File: src/rtl/pending_encoder.sv
// rtl/pending_encoder.sv - accumulating request encoder that hands out one index per handshake
// Priority is fixed-LSB, fixed-MSB or round-robin depending on MODE.
module pending_encoder #(
    parameter int WIDTH = 8,
    parameter int IDXW  = $clog2(WIDTH),
    parameter int MODE  = 0
) (
    input  logic             clk,
    input  logic             rst,
    input  logic [WIDTH-1:0] req,
    input  logic             out_ready,
    output logic             out_valid,
    output logic [IDXW-1:0]  out_idx,
    output logic [WIDTH-1:0] pending,
    output logic [IDXW:0]    pend_cnt,
    output logic             overflow
);

    localparam int CW = IDXW + 1;

    logic [WIDTH-1:0] pending_q, pending_d;
    logic [CW-1:0]    pend_cnt_q, pend_cnt_d;
    logic             out_valid_q, out_valid_d;
    logic [IDXW-1:0]  out_idx_q, out_idx_d;
    logic             overflow_q, overflow_d;
    logic [IDXW-1:0]  rr_ptr_q, rr_ptr_d;

    logic             slot_free;
    logic             found;
    logic             grant;
    logic [IDXW-1:0]  g;
    logic [WIDTH-1:0] grant_oh;

    function automatic logic [IDXW-1:0] rr_pos(input logic [IDXW-1:0] ptr, input int k);
        int s;
        s = int'(ptr) + k;
        if (s >= WIDTH) s = s - WIDTH;
        return IDXW'(s);
    endfunction

    // Later loop iterations overwrite earlier ones, so scan order sets priority.
    always_comb begin
        found = 1'b0;
        g     = '0;
        if (MODE == 0) begin
            for (int k = WIDTH - 1; k >= 0; k--) begin
                if (pending_q[k]) begin
                    found = 1'b1;
                    g     = IDXW'(k);
                end
            end
        end else if (MODE == 1) begin
            for (int k = 0; k < WIDTH; k++) begin
                if (pending_q[k]) begin
                    found = 1'b1;
                    g     = IDXW'(k);
                end
            end
        end else begin
            for (int k = WIDTH - 1; k >= 0; k--) begin
                if (pending_q[rr_pos(rr_ptr_q, k)]) begin
                    found = 1'b1;
                    g     = rr_pos(rr_ptr_q, k);
                end
            end
        end
    end

    always_comb begin
        slot_free   = !out_valid_q || out_ready;
        grant       = slot_free && found;
        grant_oh    = '0;
        out_valid_d = out_valid_q;
        out_idx_d   = out_idx_q;
        rr_ptr_d    = rr_ptr_q;
        if (grant) begin
            grant_oh[g] = 1'b1;
            out_idx_d   = g;
            rr_ptr_d    = (int'(g) == WIDTH - 1) ? '0 : IDXW'(int'(g) + 1);
        end
        if (slot_free) begin
            out_valid_d = found;
        end
        // A request landing on the bit being granted keeps it pending (set wins).
        pending_d  = (pending_q & ~grant_oh) | req;
        overflow_d = overflow_q | (|(req & pending_q & ~grant_oh));
        pend_cnt_d = '0;
        for (int i = 0; i < WIDTH; i++) begin
            pend_cnt_d = pend_cnt_d + CW'(pending_d[i]);
        end
    end

    always_ff @(posedge clk or posedge rst) begin
        if (rst) begin
            pending_q   <= '0;
            pend_cnt_q  <= '0;
            out_valid_q <= 1'b0;
            out_idx_q   <= '0;
            overflow_q  <= 1'b0;
            rr_ptr_q    <= '0;
        end else begin
            pending_q   <= pending_d;
            pend_cnt_q  <= pend_cnt_d;
            out_valid_q <= out_valid_d;
            out_idx_q   <= out_idx_d;
            overflow_q  <= overflow_d;
            rr_ptr_q    <= rr_ptr_d;
        end
    end

    assign out_valid = out_valid_q;
    assign out_idx   = out_idx_q;
    assign pending   = pending_q;
    assign pend_cnt  = pend_cnt_q;
    assign overflow  = overflow_q;

endmodule

File: config.mk
export PLATFORM = sky130hd
export DESIGN_NAME = pending_encoder
export DESIGN_NICKNAME = d
export VERILOG_FILES = /design/src/rtl/pending_encoder.sv
export SDC_FILE = /design/constraint.sdc
export NUM_CORES = 1
export LEC_CHECK = 0
export CAP_MARGIN = 5
export CORE_UTILIZATION = 45
export DETAILED_ROUTE_END_ITERATION = 8
export GPL_TIMING_DRIVEN = 0
export PLACE_DENSITY = 0.89
export SYNTH_ARGS = -nofsm -noshare
export SYNTH_HDL_FRONTEND = slang
export SYNTH_SLANG_ARGS = --single-unit
File: constraint.sdc
create_clock -name clk -period 4.2 [get_ports clk]
set_clock_uncertainty 0.2 [all_clocks]
set_input_delay 0.84 -clock clk [delete_from_list [all_inputs] [get_ports clk]]
set_output_delay 0.84 -clock clk [all_outputs]
set_load 0.02 [all_outputs]
Word level (Yosys, flattened, before mapping)
Cells that the tools add are included.

Flip-flop bits (word level): 17. Input port bits: 11. Output and inout port bits: 17. Logic and storage cells: 44.

Add/sub/neg operators: 7. Order comparisons: 2. Mux-type cells: 19. Bitwise operators: 6. Reduce and logical (&&, ||, !) cells: 5.

Operator list (number): 8-bit bitwise AND (3); 3-bit 2-to-1 mux (8); 4-bit by 1-bit adder with 4-bit output (4); 1-bit 2-to-1 mux (9); 8-bit 2-to-1 mux (1); 8-bit inverter (1); 8-bit OR (1); 8-bit OR reduction (1); 3-bit by 1-bit adder with 4-bit output (1); 3-bit by 4-bit less-than comparator with 1-bit output, second input constant (1); 2-bit by 1-bit adder with 3-bit output (1); 1-bit demux with 3-bit select (1); 3-bit by 1-bit greater-or-equal comparator with 1-bit output, second input constant (1); 1-bit by 1-bit adder with 2-bit output (1); 1-bit logical AND (2); 1-bit zero test (1); 1-bit logical OR (1); 1-bit OR (1).

Longest topological paths before layout
Gate-level depths: netlist (run 1).

Depth in word-level cells: 23. Gate-level depth with buffers: 13. Mapped depth without buffers: 12.

Worst setup path before layout (run 1)
No wires, ideal clock.

Path kind: input port to flip-flop. Start point: in out_ready. End point: reg pend_cnt_q[1], in the netlist pend_cnt[1]. Library setup time: 0.064 ns. Arrival time: 3.615 ns. Data required time: 3.936 ns. Setup slack: 0.321 ns. Cell stages on the path: 12. Path buffers: 1. Path through: nor2b_4 -> buf_6 -> or4_4 -> a21o_2 -> fa_1 -> inv_1 -> fa_1 -> inv_1 -> fa_1 -> inv_1 -> fa_1 -> inv_1.

Elaborated cells between the ends (all ways): 13. Classes of those cells: add/sub (7); mux (1); bitwise (3); reduce/logical (2).

RTL lines: start: declaration (RTL line 11) `input logic out_ready,`; 1-bit logical OR (RTL line 70) `slot_free = !out_valid_q || out_ready;`; 1-bit logical AND (RTL line 71) `grant = slot_free && found;`; 8-bit 2-to-1 mux (RTL line 76) `if (grant) begin`; 8-bit inverter (RTL line 85) `pending_d = (pending_q & ~grant_oh) | req;`; 8-bit bitwise AND (RTL line 85); 8-bit OR (RTL line 85); via pending_d[3] (RTL line 21) `logic [WIDTH-1:0] pending_q, pending_d;`; 3-bit by 1-bit adder with 4-bit output (RTL line 89) `pend_cnt_d = pend_cnt_d + CW'(pending_d[i]);`; 4-bit by 1-bit adder with 4-bit output (4 in a row) (RTL line 89); via pend_cnt_d[1] (RTL line 22) `logic [CW-1:0] pend_cnt_q, pend_cnt_d;`; end signal: assignment (RTL line 103) `pend_cnt_q <= pend_cnt_d;`; end: declaration (RTL line 22).

The timed path passes the listed nets, and every way through them passes these cells. A chain may end at the register's enable or synchronous reset.

Worst setup path in the final report (run 1)
Ends and elaborated chain as after synthesis.

==> run metrics, run 1 <==
status=complete, no violations; Period minus WS final=3.98 ns; DRC Markers=0; hold path endpoint=out_idx[2]; maxcap violations=0; Worst Max-Slew Pin Slew=0.633 ns; Post-synth EDFFs=0; die area=2260 um2; ANT nets after route=0; H-tree Lvls=1; largest net degree at the start of global routing=18; Post-synth ARST share=1.00; vias in the first global route=711; CP max FO=9; RR Startpoint=pending[2]; Core ar.=1960 um2; Post-synth top flop=dfrtp_1; Ports=28; root buffer cell=clkbuf_4; first-pass GRT wire length=2940 um; fin crit share=0.947; Crit path max-delay family=adder cells; Clock Sinks=17; antenna cell count=0; fillers=163; Max Clk Rate=252 MHz; Synth Net Count=102; drt initial violations=13; Place WS=-0.353 ns; clock latency on the worst-skew pair=0.28 ns; Initial Utilization=0.475; placed inst area=1240 um2; vias after detailed routing=736; Slew Viols, Final=0; max incr delay on CP=0.50 ns; TritonCTS clock tree=built; Final TNS setup=0 ns; GPL Wtd Cong=0.827; layout cell share with drive strength beyond 1=0.139; r2r endpoint=pend_cnt[1]; most frequent cells in the layout=clkdlybuf4s50_1 (26), dfrtp_1 (17), inv_1 (11); hpwl dp=1590 um; gr ovfl total=0; wire per inst=13.8 um; R2R cell count=12; worst hold path type=reg -> reg; Reg2Reg Setup Slack=0.37 ns; setup violators final=0; relative slew slack=0.577; Max Buffers Root-to-Sink=2; Power Total=336 uW; Mapped Cells=84; die width=47.5 um; Critical Path, Cell by Cell=dlygate4sd2_1 > nor2b_4 > buf_6 > or4_4 > a21o_2 > fa_1 > inv_1 > fa_1 > inv_1 > fa_1 > inv_1 > fa_1 > inv_1; RSZ-0062 raised after global routing=false; final net count=134; P&R area growth vs syn=35.3%; number of unique standard cell types used by synthesis=31; crit path buf inv count=6; Setup crit start kind=primary input; IO buf count=27; Critical Path End Type=flop; initial antenna violation count=0; Post-Syn Area=932 um2; Die Span Y=47.5 um; Yosys reg bits=17; Leak=0.000510 uW; routed vias/inst=5.18; Worst path slowest cell=fa_1; most common cell after layout, fill and taps aside=clkdlybuf4s50_1; post-CTS resize count=1; Synthesis Warnings=0; Critical Path RT=4.23 ns; gr usage total=0.194; row cnt=16; maximum vdd drop=0.146 mV; WL final=1950 um; hold_buf cts=0; hold_sp=out_idx[2]; Worst Path Arrival=4.00 ns; post-synthesis sequential area ratio=0.456; 1st-pass router iterations=6; clk slew on worst S/H paths=0.10 ns; Setup CP Type=in -> reg; Fin. Hold Viols=0; pwr/cell area=266 nW/um2; Hold Path Stages=1; Final WS setup=0.224 ns; Post-CTS Setup Bufs=0; fin area=1260 um2; cts bufs inserted=3; Avg Cell Area, Syn=11.1 um2
[Yosys cell counts (2+ instances only)]
cell / count / area [um2]
a21o_2: 2 / 17.5
a21oi_1: 3 / 15.0
dfrtp_1: 17 / 425
fa_1: 4 / 80.1
ha_1: 3 / 37.5
inv_1: 11 / 41.3
mux2_2: 2 / 22.5
nand2_1: 2 / 7.51
nand2b_1: 3 / 18.8
nand3_1: 2 / 10.0
nor2_1: 3 / 11.3
nor2b_1: 3 / 18.8
o211ai_1: 5 / 37.5
o21ai_0: 7 / 35.0
[layout make-up]
cell class                 instances  area (um2)  area share
sequential                        17         425       0.337
inverter                          11        41.3      0.0327
multi-input combinational         54         449       0.356
tap                               27        33.8      0.0268
buffer                             2        16.3      0.0129
clock buffer                       4        26.3      0.0208
timing repair buffer              27         269       0.213
[sequential cells by signal (all words and copies together), names as in the netlist]
register	flops
pending	8
pend_cnt	4
out_idx	3
out_valid	1
overflow	1
[per-layer routing]
metal	GRT usage	share of wire	vias up
met4	0.0686	0.0051	0
met1	0.212	0.43	358
met2	0.362	0.53	19
met5	0	0	-
met3	0.0491	0.033	2
li1	-	-	357
[per-stage QoR]
stage	util	std cells	hold WS, ns
CTS	0.643	142	0.318
global placement	0.630	138	0.277
detailed placement	0.630	138	0.295
floorplan	-	84	0.415
finish	0.643	142	0.314
global route	0.643	142	0.330
[kinds of logic (layout without fill, tap and decap cells)]
logic type,Yosys count,after routing,synth area share
AOI/OAI and AO/OA,23,23,0.170
xor gates and xnor gates,1,1,0.00940
adders and majority gates,7,7,0.126
buffers and inverters,13,44,0.0617
DFF,17,17,0.456
muxes,2,2,0.0242
and+or+nand+nor,21,21,0.152
[how the worst max path moves through the flow]
stage | start | end | cells after the start
5_1_grt | out_ready | pend_cnt[1] | 13
6_report | out_ready | pend_cnt[1] | 13
3_5_place_dp | out_ready | pend_cnt[1] | 13
3_3_place_gp | out_ready | pend_cnt[1] | 13
2_1_floorplan | out_ready | pend_cnt[1] | 12
4_1_cts | out_ready | pend_cnt[1] | 13
[worst reg2reg max path, delay by kind of cell, from the launching register on]
family	cells	cell delay, ns
flip-flops	1	0.46
buffers and inverters	4	0.25
AO/OA/AOI/OAI	1	0.21
AND/OR/NAND/NOR	3	0.80
adder cells (fa/ha/maj)	4	1.85
[power by group]
| part | total (uW) | switching (uW) | internal (uW) |
|---|---|---|---|
| Clock | 85.1 | 48.2 | 36.9 |
| Sequential | 177 | 4.68 | 172 |
| Combinational | 73.8 | 36.7 | 37.1 |
(Power assumes the default switching activity.)
==> run 2, diff against run 1 <==
- CORE_MARGIN: unset -> 4
==> run metrics, run 2 (synthesis gave the netlist of run 1 again) <==
Die Span Y=53.5 um; multi-input logic area=449 um2; TritonCTS clock tree=built; vias in the first global route=686; ANT nets after route=0; worst hold path type=reg -> reg; Period minus WS final=3.97 ns; status=complete, no violations; Crit path max-delay family=adder cells; H-tree Lvls=1; CP startpoint=out_ready; gr usage total=0.156; most common cell after layout, fill and taps aside=clkdlybuf4s50_1; Power Total=335 uW; Worst Setup EP=pend_cnt[1]; Worst Max-Slew Pin Slew=0.624 ns; Leak=0.000510 uW; Final TNS setup=0 ns; Critical Path, Cell by Cell=dlygate4sd2_1 > nor2b_4 > buf_6 > or4_4 > a21o_2 > fa_1 > inv_1 > fa_1 > inv_1 > fa_1 > inv_1 > fa_1 > inv_1; fillers=153; relative slew slack=0.583; WL final=1950 um; die width=53.5 um; pwr/cell area=265 nW/um2; Max Buffers Root-to-Sink=2; Critical Path RT=4.23 ns; first-pass GRT wire length=3080 um; P&R area growth vs syn=35.3%; Reg2Reg Setup Slack=0.35 ns; IO buf count=27; wire per inst=13.7 um; layout cell share with drive strength beyond 1=0.139; Critical Path End Type=flop; Core ar.=1960 um2; Worst path slowest cell=fa_1; crit path buf inv count=6; CP max FO=9; antenna cell count=0; die area=2860 um2; Post-CTS Setup Bufs=0; fin crit share=0.946; Fin. Hold Viols=0; root buffer cell=clkbuf_4; Slew Viols, Final=0; post-CTS resize count=1; RSZ-0062 raised after global routing=false; DRC Markers=0; max reg flops=8; hpwl dp=1590 um; 1st-pass router iterations=4; cts bufs inserted=3; setup violators final=0; clk slew on worst S/H paths=0.09 ns; row cnt=16; most frequent cells in the layout=clkdlybuf4s50_1 (26), dfrtp_1 (17), inv_1 (11); routed vias/inst=5.35; R2R cell count=12; RR Startpoint=pending[3]; register area=425 um2; Clock Sinks=17; Setup crit start kind=primary input; Worst Path Arrival=4.01 ns; Ports=28; gr ovfl total=0; drt initial violations=13; maxcap violations=0; initial antenna violation count=0; max incr delay on CP=0.50 ns; critical path depth=13; largest net degree at the start of global routing=18; vias after detailed routing=760; r2r endpoint=pend_cnt[1]; GPL Wtd Cong=0.915; Max Clk Rate=252 MHz; clock latency on the worst-skew pair=0.29 ns; maximum vdd drop=0.152 mV; hold_buf cts=0; Initial Utilization=0.475; final net count=134; Setup CP Type=in -> reg
[run 2: how the worst min path moves through the flow]
stage	start	endpoint	slack, ns	depth (start not counted)
final	out_idx[2]	out_idx[2]	0.30	1
after CTS	out_idx[2]	out_idx[2]	0.31	1
after global placement	out_idx[2]	out_idx[2]	0.28	1
after floorplan	out_idx[2]	out_idx[2]	0.41	1
after global routing	out_idx[2]	out_idx[2]	0.33	1
after detailed placement	out_idx[2]	out_idx[2]	0.29	1
[run 2: final cells by class]
cell class / count / share of cell area
plain buffers: 2 / 0.0129
clock buffers: 4 / 0.0208
inverters: 11 / 0.0327
multi-input cells: 54 / 0.356
flip-flops and latches: 17 / 0.337
well taps: 27 / 0.0268
repair buffers: 27 / 0.213
[run 2: power breakdown]
group          switching, uW  internal, uW  total (uW)  leakage [uW]
logic                   36.0          37.0        73.0      0.000317
clock network           47.9          36.9        84.8     0.0000150
registers               4.58           172         177      0.000178
[run 2: through the flow]
step	area, um2	cells	hold slack [ns]	setup slack [ns]	util
final	1260	142	0.304	0.226	0.643
after global routing	1260	142	0.330	0.0238	0.643
after CTS	1260	142	0.309	0.221	0.643
after detailed placement	1240	138	0.287	-0.345	0.630
after global placement	1240	138	0.277	-0.313	0.630
after floorplan	932	84	0.415	0.321	-
[run 2: layer usage]
metal | vias to the layer above | wire length, um | global-route usage
li1 | 354 | - | -
met4 | 0 | 60 | 0.102
met3 | 4 | 71 | 0.0254
met2 | 24 | 1010 | 0.278
met5 | - | 0 | 0
met1 | 378 | 803 | 0.170
==> run 3, diff against run 2 <==
- CORE_MARGIN: 4 -> unset
- CTS_CLUSTER_SIZE: unset -> 20
==> results of run 3 <==
The final DEF is identical to that of run 1; final timing and power are the same.
